$ cat src/rtl/seg_scan_ctrl_pkg.sv
// Shared definitions for the seven-segment scan controller: register map,
// CTRL bit layout, scan FSM encoding and the idle display patterns.
package seg_scan_ctrl_pkg;

   localparam logic [7:0] OFF_DATA   = 8'h00;
   localparam logic [7:0] OFF_CTRL   = 8'h04;
   localparam logic [7:0] OFF_STATUS = 8'h08;

   localparam int         CTRL_W         = 10;
   localparam int         CTRL_GEN_BIT   = 8;
   localparam int         CTRL_HWSEL_BIT = 9;
   localparam logic [9:0] CTRL_RESET     = 10'h1FF;

   localparam logic [6:0] SEG_BLANK  = 7'h7F;
   localparam logic [7:0] ANODES_OFF = 8'hFF;

   typedef enum logic [1:0] {
      ST_IDLE  = 2'd0,
      ST_SHOW  = 2'd1,
      ST_BLANK = 2'd2
   } scan_state_e;

   // Merge a bus write into a 32-bit register, one byte lane per strobe bit.
   function automatic logic [31:0] apply_wstrb(input logic [31:0] old_v,
                                               input logic [31:0] wdata,
                                               input logic [3:0]  wstrb);
      logic [31:0] r;
      r = old_v;
      for (int b = 0; b < 4; b++) begin
         if (wstrb[b]) r[8*b +: 8] = wdata[8*b +: 8];
      end
      return r;
   endfunction

endpackage

$ cat src/rtl/seg_scan_ctrl_if.sv
// picosoc iomem bus as seen by one slave: the core drives the request,
// the slave returns a one-cycle ready with read data.
interface seg_scan_ctrl_if;
   logic        iomem_valid;
   logic        iomem_ready;
   logic [3:0]  iomem_wstrb;
   logic [31:0] iomem_addr;
   logic [31:0] iomem_wdata;
   logic [31:0] iomem_rdata;

   modport master (
      output iomem_valid, iomem_wstrb, iomem_addr, iomem_wdata,
      input  iomem_ready, iomem_rdata
   );

   modport slave (
      input  iomem_valid, iomem_wstrb, iomem_addr, iomem_wdata,
      output iomem_ready, iomem_rdata
   );
endinterface

$ cat src/rtl/seg_scan_ctrl_seg7_hex_decode.sv
// Hex nibble to active-low seven-segment pattern, bit order {g,f,e,d,c,b,a}.
module seg7_hex_decode
   import seg_scan_ctrl_pkg::*;
(
   input  logic [3:0] hex_i,
   output logic [6:0] seg_o
);

   // Pure lookup of the glyph for each hex value.
   always_comb begin
      // NOTE: default assignment first so no path leaves seg_o unassigned (no latch).
      seg_o = SEG_BLANK;
      case (hex_i)
         4'h0: seg_o = 7'h40;
         4'h1: seg_o = 7'h79;
         4'h2: seg_o = 7'h24;
         4'h3: seg_o = 7'h30;
         4'h4: seg_o = 7'h19;
         4'h5: seg_o = 7'h12;
         4'h6: seg_o = 7'h02;
         4'h7: seg_o = 7'h78;
         4'h8: seg_o = 7'h00;
         4'h9: seg_o = 7'h10;
         4'hA: seg_o = 7'h08;
         4'hB: seg_o = 7'h03;
         4'hC: seg_o = 7'h46;
         4'hD: seg_o = 7'h21;
         4'hE: seg_o = 7'h06;
         4'hF: seg_o = 7'h0E;
         default: seg_o = SEG_BLANK;
      endcase
   end

endmodule

$ cat src/rtl/seg_scan_ctrl.sv
// Eight-digit seven-segment scan controller on the picosoc iomem bus.
// Digits are shown round-robin for REFRESH_DIV cycles each, separated by
// BLANK_CYCLES of dark time to avoid ghosting between digits.
module seg_scan_ctrl
   import seg_scan_ctrl_pkg::*;
#(
   parameter logic [7:0] ADDR_HI      = 8'h04,
   parameter int         REFRESH_DIV  = 100_000,
   parameter int         BLANK_CYCLES = 100
) (
   input  logic             clk,
   input  logic             resetn,
   seg_scan_ctrl_if.slave   iomem,
   input  logic [3:0]       hw_code,
   output logic [7:0]       anodes,
   output logic [6:0]       seg,
   output logic [2:0]       scan_idx
);

   localparam int CNT_MAX = (REFRESH_DIV > BLANK_CYCLES) ? REFRESH_DIV : BLANK_CYCLES;
   localparam int CNT_W   = $clog2(CNT_MAX);
   localparam logic [CNT_W-1:0] SHOW_LAST  = CNT_W'(REFRESH_DIV - 1);
   localparam logic [CNT_W-1:0] BLANK_LAST = CNT_W'(BLANK_CYCLES - 1);

   // Bus-side registers.
   logic              ready_q, ready_d;
   logic [31:0]       rdata_q, rdata_d;
   logic [31:0]       data_q, data_d;
   logic [CTRL_W-1:0] ctrl_q, ctrl_d;

   // Scan-side registers.
   scan_state_e       state_q;
   logic [2:0]        idx_q;
   logic [CNT_W-1:0]  cnt_q;
   logic [7:0]        anodes_q;
   logic [6:0]        seg_q;
   logic [2:0]        scan_idx_q;

   logic              accept;
   logic [31:0]       ctrl_wr;
   logic [3:0]        nibble;
   logic [6:0]        dec_seg;
   logic              digit_on;
   logic              addr_unused;

   // Only the window byte and the register offset take part in decoding.
   assign addr_unused = ^{iomem.iomem_addr[23:8], ctrl_wr[31:CTRL_W]};

   // Request decode, register read mux and byte-lane write merge.
   always_comb begin
      accept  = iomem.iomem_valid && !ready_q && (iomem.iomem_addr[31:24] == ADDR_HI);
      ctrl_wr = apply_wstrb({{(32-CTRL_W){1'b0}}, ctrl_q}, iomem.iomem_wdata, iomem.iomem_wstrb);
      ready_d = accept;
      rdata_d = '0;
      data_d  = data_q;
      ctrl_d  = ctrl_q;
      if (accept) begin
         case (iomem.iomem_addr[7:0])
            OFF_DATA: begin
               rdata_d = data_q;
               data_d  = apply_wstrb(data_q, iomem.iomem_wdata, iomem.iomem_wstrb);
            end
            OFF_CTRL: begin
               rdata_d = {{(32-CTRL_W){1'b0}}, ctrl_q};
               ctrl_d  = ctrl_wr[CTRL_W-1:0];
            end
            OFF_STATUS: rdata_d = {28'b0, (state_q == ST_BLANK), idx_q};
            default:    rdata_d = '0;
         endcase
      end
   end

   // Bus-side state: ack pulse, captured read data and configuration.
   always_ff @(posedge clk or negedge resetn) begin
      if (!resetn) begin
         // NOTE: configuration registers are ordinary flops, so they all take reset values.
         ready_q <= 1'b0;
         rdata_q <= '0;
         data_q  <= '0;
         ctrl_q  <= CTRL_RESET;
      end else begin
         // NOTE: non-blocking so every flop samples pre-edge values.
         ready_q <= ready_d;
         rdata_q <= rdata_d;
         data_q  <= data_d;
         ctrl_q  <= ctrl_d;
      end
   end

   assign iomem.iomem_ready = ready_q;
   assign iomem.iomem_rdata = rdata_q;

   // Pick the nibble for the selected digit; digit 0 may follow hw_code instead.
   always_comb begin
      nibble = data_q[{idx_q, 2'b00} +: 4];
      if (idx_q == 3'd0 && ctrl_q[CTRL_HWSEL_BIT]) nibble = hw_code;
      digit_on = (state_q == ST_SHOW) && ctrl_q[CTRL_GEN_BIT] && ctrl_q[idx_q];
   end

   seg7_hex_decode u_decode (
      .hex_i (nibble),
      .seg_o (dec_seg)
   );

   // Scan FSM: dwell counter, digit index and the registered display outputs.
   always_ff @(posedge clk or negedge resetn) begin
      if (!resetn) begin
         state_q    <= ST_SHOW;
         idx_q      <= '0;
         cnt_q      <= '0;
         anodes_q   <= ANODES_OFF;
         seg_q      <= SEG_BLANK;
         scan_idx_q <= '0;
      end else begin
         anodes_q   <= digit_on ? ~(8'b1 << idx_q) : ANODES_OFF;
         seg_q      <= digit_on ? dec_seg : SEG_BLANK;
         scan_idx_q <= idx_q;
         if (!ctrl_q[CTRL_GEN_BIT]) begin
            state_q <= ST_IDLE;
            cnt_q   <= '0;
            idx_q   <= '0;
         end else begin
            case (state_q)
               ST_IDLE: begin
                  state_q <= ST_SHOW;
                  cnt_q   <= '0;
                  idx_q   <= '0;
               end
               ST_SHOW: begin
                  if (cnt_q == SHOW_LAST) begin
                     cnt_q   <= '0;
                     state_q <= ST_BLANK;
                  end else begin
                     cnt_q <= cnt_q + CNT_W'(1);
                  end
               end
               ST_BLANK: begin
                  if (cnt_q == BLANK_LAST) begin
                     cnt_q   <= '0;
                     idx_q   <= idx_q + 3'd1;
                     state_q <= ST_SHOW;
                  end else begin
                     cnt_q <= cnt_q + CNT_W'(1);
                  end
               end
               default: state_q <= ST_IDLE;
            endcase
         end
      end
   end

   assign anodes   = anodes_q;
   assign seg      = seg_q;
   assign scan_idx = scan_idx_q;

endmodule

$ cat src/flat_wrapper.sv
// flat-port wrapper written by rule: the top's interface ports become plain ports
module seg_scan_ctrl_flat import seg_scan_ctrl_pkg::*;
#(
   parameter logic [7:0] ADDR_HI      = 8'h04,
   parameter int         REFRESH_DIV  = 100_000,
   parameter int         BLANK_CYCLES = 100
)
  (clk, resetn, hw_code, anodes, seg, scan_idx, iomem_iomem_valid, iomem_iomem_wstrb, iomem_iomem_addr, iomem_iomem_wdata, iomem_iomem_ready, iomem_iomem_rdata);
  seg_scan_ctrl_if iomem_i ();
  input  logic clk;
  input  logic resetn;
  input  logic [3:0] hw_code;
  output logic [7:0] anodes;
  output logic [6:0] seg;
  output logic [2:0] scan_idx;
  input wire logic [$bits(iomem_i.iomem_valid)-1:0] iomem_iomem_valid;
  input wire logic [$bits(iomem_i.iomem_wstrb)-1:0] iomem_iomem_wstrb;
  input wire logic [$bits(iomem_i.iomem_addr)-1:0] iomem_iomem_addr;
  input wire logic [$bits(iomem_i.iomem_wdata)-1:0] iomem_iomem_wdata;
  output wire logic [$bits(iomem_i.iomem_ready)-1:0] iomem_iomem_ready;
  output wire logic [$bits(iomem_i.iomem_rdata)-1:0] iomem_iomem_rdata;
  assign iomem_i.iomem_valid = iomem_iomem_valid;
  assign iomem_i.iomem_wstrb = iomem_iomem_wstrb;
  assign iomem_i.iomem_addr = iomem_iomem_addr;
  assign iomem_i.iomem_wdata = iomem_iomem_wdata;
  assign iomem_iomem_ready = iomem_i.iomem_ready;
  assign iomem_iomem_rdata = iomem_i.iomem_rdata;
  seg_scan_ctrl #(.ADDR_HI(ADDR_HI), .REFRESH_DIV(REFRESH_DIV), .BLANK_CYCLES(BLANK_CYCLES)) u_core (.clk(clk), .resetn(resetn), .iomem(iomem_i), .hw_code(hw_code), .anodes(anodes), .seg(seg), .scan_idx(scan_idx));
endmodule
$ cat config.mk
export PLATFORM = sky130hd
export DESIGN_NAME = seg_scan_ctrl_flat
export DESIGN_NICKNAME = d
export VERILOG_FILES = /design/src/rtl/seg_scan_ctrl_pkg.sv /design/src/rtl/seg_scan_ctrl_if.sv /design/src/rtl/seg_scan_ctrl_seg7_hex_decode.sv /design/src/rtl/seg_scan_ctrl.sv /design/src/flat_wrapper.sv
export SDC_FILE = /design/constraint.sdc
export NUM_CORES = 1
export LEC_CHECK = 0
export CORE_MARGIN = 2
export CORE_UTILIZATION = 46
export CTS_CLUSTER_SIZE = 20
export DETAILED_ROUTE_END_ITERATION = 10
export PLACE_DENSITY = 0.86
export SLEW_MARGIN = 40
export SYNTH_ARGS = -nofsm -noshare
export SYNTH_HDL_FRONTEND = slang
export SYNTH_HIERARCHICAL = 1
export SYNTH_SLANG_ARGS = --single-unit
$ cat constraint.sdc
create_clock -name clk -period 3.2 [get_ports clk]
set_clock_uncertainty 0.05 [all_clocks]
set_input_delay 0.64 -clock clk [delete_from_list [all_inputs] [get_ports clk]]
set_output_delay 0.64 -clock clk [all_outputs]
set_load 0.01 [all_outputs]
### Yosys cells after proc, flatten, opt, wreduce, memory -nomap -nowiden

Memory sizes are Yosys's and may differ from the RTL's.
Cells that the tools add are included.

* output and inout port bits: 51
* ROM bits: 112
* flip-flop bits (word level): 115
* memories: 1

Memory list
* (name not given): words 16, bits a word 7, rd ports 1, clocked after Yosys merged registers in 0, write ports 0, line seg_scan_ctrl_seg7_hex_decode.sv:13 `case (hex_i)`

* add/subtract/negate cells: 2
* reduce and logical (&&, ||, !) cells: 17
* shift-type cells: 2
* eq/ne operators: 11
* bitwise logic cells: 1
* magnitude comparators: 1
* mux-type cells: 18

Operator list (number)
* 32-bit case mux with 3 select lines: 1
* 17-bit 2-to-1 mux: 3
* 17-bit case mux with 3 select lines: 1
* 32-bit 2-to-1 mux: 1
* 32-bit by 6-bit indexed part select with 4-bit output: 1
* 3-bit AND reduction: 6
* 17-bit by 1-bit adder with 17-bit output (second input constant): 1
* 17-bit equality test (second input constant): 1
* 17-bit by 7-bit equality test with 1-bit output (second input constant): 1
* 8-bit by 3-bit equality test with 1-bit output (second input constant): 2
* 3-bit != test (second input constant): 3
* 8-bit by 4-bit equality test with 1-bit output (second input constant): 1
* 8-bit zero test: 1
* 8-bit 2-to-1 mux: 1
* 8-bit NOT: 1
* 1-bit by 3-bit left shift with 8-bit output (first input constant): 1
* 7-bit 2-to-1 mux: 1
* 2-bit 2-to-1 mux: 3
* 3-bit 2-to-1 mux: 2
* 2-bit case mux with 3 select lines: 1
* 3-bit case mux with 2 select lines: 1
* 1-bit logical AND: 5
* 3-bit by 5-bit less-than comparator with 1-bit output (second input constant): 1
* 4-bit 2-to-1 mux: 1
* other kinds (10): 11

### Depth between registers and ports, before layout

An unclocked memory read counts as a cell.

* depth after elaboration: 5
* mapped depth: 12
* mapped depth without buffers: 11

### Cells and area by module

Netlist, hierarchy kept.

Modules (own cells, without submodules)
* seg_scan_ctrl: times used 1, area each 5535.3 um^2, cells an instance 464, sequential area each 2909.0 um^2
* seg7_hex_decode: times used 1, area each 275.3 um^2, cells an instance 32, sequential area each 0.0 um^2

### Least setup slack after synthesis

Ideal clock, no wire load.

* kind: reg-to-reg
* start point: reg u_core.idx_q[0]
* end point: reg u_core.seg_q[3] (netlist: u_core/seg[3])
* setup time: 88 ps
* cell stages (with the launch flop): 12
* setup slack: -338 ps
* period minus slack after synthesis: 3538 ps
* data arrival time: 3400 ps
* path buffers: 1
* path through: dfrtp_1 > buf_1 > inv_1 > ha_1 > nand2_1 > mux2i_1 > o21ai_0 > inv_1 > ha_1 > inv_1 > mux4_1 > or3_1

* longest elaborated chain between the ends: 5
* elaborated cells on any way between the ends: 9
* classes of those cells: shift: 1; mux: 4; reduce/logical: 3; memory: 1

RTL lines
* start: declaration: line seg_scan_ctrl.sv:33 `logic [2:0] idx_q;`
* start signal: assignment: line seg_scan_ctrl.sv:140 `idx_q <= idx_q + 3'd1;`
* parallel branches: the longest is 2 deep, another holds 32-bit by 6-bit indexed part select with 4-bit output
* 4-bit 2-to-1 mux (*): line seg_scan_ctrl.sv:96 `if (idx_q == 3'd0 && ctrl_q[CTRL_HWSEL_BIT]) nibble = hw_code;`
* net u_core.nibble[0]: line seg_scan_ctrl.sv:41 `logic [3:0] nibble;`
* memory 16 x 7 bit (*)
* net u_core.dec_seg[3]: line seg_scan_ctrl.sv:42 `logic [6:0] dec_seg;`
* 7-bit 2-to-1 mux (*): line seg_scan_ctrl.sv:116 `seg_q <= digit_on ? dec_seg : SEG_BLANK;`
* end signal: assignment: line seg_scan_ctrl.sv:116
* end: declaration: line seg_scan_ctrl.sv:36 `logic [6:0] seg_q;`

Mark *: on every way through the listed nets, which the timed path passes. The select of a mux whose other input is x is not followed.
A chain may end at the register's enable or synchronous reset.

### Worst setup path in the final report

Ends and elaborated chain as after synthesis.

==> run summary <==
The flow ran to the end, and the final reports show no timing, DRC or antenna violations. TritonCTS created 17 clock buffers. The synthesis-to-finish area growth came out at 32.3%. The congestion estimate from routability-driven global placement came to 0.952. In the post-synthesis netlist, the biggest area contributors are sky130_fd_sc_hd__dfrtp_1 (39%), sky130_fd_sc_hd__dfstp_2 (11%), sky130_fd_sc_hd__mux2_2 (8.3%). The worst hold path belongs to the class in2async. In this run the worst setup path begins at u_core/idx_q[0]. Hold repair after CTS inserted 0 buffers. The final cycle utilization of the critical path is 90.1%.

The wire length on met3 is 820 µm. The post-layout total power is 3.58 mW. Along the worst path, the maximum fanout reaches 5. For this run the aggregate overflow at the end of global routing stands at 0. The placed instances occupy a cell area of 7060 µm². The count of final max-slew check failures is 0. In the layout the commonest cells are sky130_fd_sc_hd__clkdlybuf4s50_1 (108), sky130_fd_sc_hd__dfrtp_1 (90), sky130_fd_sc_hd__nand2_1 (48).

The remaining antenna violation count after routing came out at 0. The startpoint type of the worst setup path is a flip-flop. The total area of multi-input combinational cells is 2660 µm². The number of synthesized register bits is 115. Once the clock tree was built, the setup fixing pass inserted 0 buffers. The total iterations of the first detailed-routing run is 4. The library cell used most frequently in the layout, excluding fill and tap cells, is sky130_fd_sc_hd__clkdlybuf4s50_1. The Yosys step of the flow raised 6 warnings.

The count of flip-flops with a built-in enable after synthesis came out at 0. The number of placement rows came out at 41. The cell that appears most often on the critical path is sky130_fd_sc_hd__inv_1. The areal power density over the cells came out at 466 nW/µm².

The share of synthesized area in the top cell type comes to 38.8%. The final setup violation count came out at 0. The buffer depth of the longest clock path is 2. The storage element area is 2910 µm². Summing every instance area after synthesis gives 5810 µm². On the worst path, the slowest cell contributes a delay of 490 ps.

For this run, the total global-route usage over all layers was measured as 22.9%. The clock root buffer is sky130_fd_sc_hd__clkbuf_16. The slowest stage of the critical path belongs to the cell sky130_fd_sc_hd__dfrtp_1.

The core box area came out at 12500 µm². The finished cells cover 7690 µm². The final hold violation count came out at 0. The vertical extent of the die is 116 µm.

In the final routed layout, each cell accounts on average for 18.1 µm. In this run the count of I/O pins placed on the die edge is 126. The initial utilization of the core area, before any placement, comes to 46.6%.

The final routed DRC violation total came out at 0. Across all layers, the routed design uses 4388 vias. The data arrival at the endpoint of the critical path came out at 3170 ps. The maximum VDD drop is 566 µV. The clock insertion delay at the later pin of the skew report is 420 ps. The worst register-to-register path begins at u_core/idx_q[0]. For the final routed database, the setup TNS stands at 0 ps. The clock transition at the registers of the reported paths is 60 ps. The setup path with the least slack is of type reg2reg. The number of diodes added for antenna fixing is 0.

The post-synthesis async set-or-reset flop share came out at 100%. The post-synth net total is 589. The clock tree from TritonCTS is yes. The first-pass GRT wire length is 23.2 mm. Max-cap violations in this run came to 0. The routed via count divided by cell count came out at 5.55.

The largest total area in the synthesized netlist belongs to sky130_fd_sc_hd__dfrtp_1. The headroom to the max-slew limit came out at 49.8%. The HPWL reported at the end of detailed placement is 10.4 mm. The total routed wirelength is 14.4 mm. STA classifies the critical path endpoint as a flip-flop.

The minimum clock period is 2880 ps. The mean instance size in the synthesized netlist is 11.7 µm². The die extent in x came out at 116 µm. The iteration-0 DRC count of the detailed router is 212. On the critical path the largest part of the delay comes from simple AND/OR/NAND/NOR gates. In the synthesized netlist the dominant register cell turns out to be sky130_fd_sc_hd__dfrtp_1. Setup repair after global routing left no endpoint under its margin. The number of instances resized during post-cts repair came out at 0. The post-route worst hold slack came out at 178 ps. The number of different library cells used by synthesis comes to 70.

The measured slew at the worst slew-check pin is 747 ps. The leakage power is 3.34 nW. The fmax came out at 347 MHz. The required time at the worst-slack endpoint came out at 3490 ps. For this design, the sink count on the clock tree is 115. The number of nets in the finished design came out at 699. The total buffers and inverters traversed by the critical path is 3. The number of instances in the synthesized netlist is 496. After detailed routing, the wire length on met1 is 5.91 mm. The H-tree was split into 4 levels.

The reg-to-reg setup timing slack is 320 ps. The initial antenna violation count is 0. Counting the fill cells in the layout gives 946. Entering global routing, the biggest net connects 51 pins. The floorplan step defined a die boundary enclosing 13500 µm². The via count of the first global-routing pass came to 4516.

The ratio of cells with drive above 1 in the final layout came out at 22.8%. The share of synthesized area occupied by flip-flops and latches came out at 50.1%. The top metal layer carrying routed signals is met4.

In this run the tool buffered the top-level ports with 109 buffer cells. The signal on the critical path passes through inv_1, ha_1, nand2_1, mux2i_1, o21ai_0, inv_1, ha_1, inv_1, mux4_1, or3_1. In the detailed route, the total length drawn on met2 is 7.32 mm.
cell families after synthesis:
family	share of synthesized area [%]
AOI/OAI and AO/OA	8.72
buffers and inverters	4.11
adders and majority gates	3.88
DFF	50.1
xor gates and xnor gates	0.151
and+or+nand+nor	15.9
muxes	17.1
worst paths after layout:
path / end / cells past startpoint
max: u_core/seg[3] / 10
min: u_core/iomem.iomem_rdata[31] / 1
max reg2reg: u_core/seg[3] / 10
min reg2reg: u_core/iomem.iomem_rdata[20] / 1
max in group asynchronous: u_core/ctrl_q[3] / 2
min in group clk: u_core/iomem.iomem_rdata[20] / 1
layout make-up:
class                      instances  share of cell area, %
multi-input combinational        337                   34.6
clock buffer                      18                   5.58
timing repair buffer             125                   16.1
clock inverter                    14                   2.59
inverter                          10                  0.488
sequential                       115                   37.8
tap                              172                   2.80
per-layer routing:
metal,track usage [%],vias to the layer above
li1,-,2014
met1,28.2,2200
met2,37.6,152
met3,6.07,22
met4,11.0,0
met5,0,-
synthesized netlist by cell type (11+ instances only):
cell type,count
sky130_fd_sc_hd__and2_1,32
sky130_fd_sc_hd__ha_1,18
sky130_fd_sc_hd__nand3_1,11
sky130_fd_sc_hd__mux2i_1,26
sky130_fd_sc_hd__nor2_1,29
sky130_fd_sc_hd__dfrtp_1,90
sky130_fd_sc_hd__clkbuf_1,18
sky130_fd_sc_hd__dfstp_2,25
sky130_fd_sc_hd__mux2_2,43
sky130_fd_sc_hd__nand2_1,48
registers in the layout, summed over array words and instances (netlist names):
signal	flops
u_core/anodes	8
u_core/seg	7
u_core/cnt_q	17
u_core/data_q	32
u_core/iomem.iomem_rdata	32
u_core/iomem.iomem_ready	1
u_core/ctrl_q	10
u_core/idx_q	3
u_core/state_q	2
u_core/scan_idx	3
report_power, final:
part	internal (mW)	switching [mW]	total [mW]
clock	1.31	0.697	2.01
combinational	0.0701	0.0488	0.119
sequential	1.46	0.000111	1.46
metrics by stage:
stage / worst slack (ps) / util, % / instances
2_1_floorplan: 37.7 / - / 496
3_3_place_gp: 154 / 56.6 / 759
3_5_place_dp: 54.3 / 56.6 / 759
4_1_cts: 302 / 61.7 / 791
5_1_grt: 124 / 61.7 / 791
6_report: 316 / 61.7 / 791
Note: power is estimated with default switching activity, not from simulation.
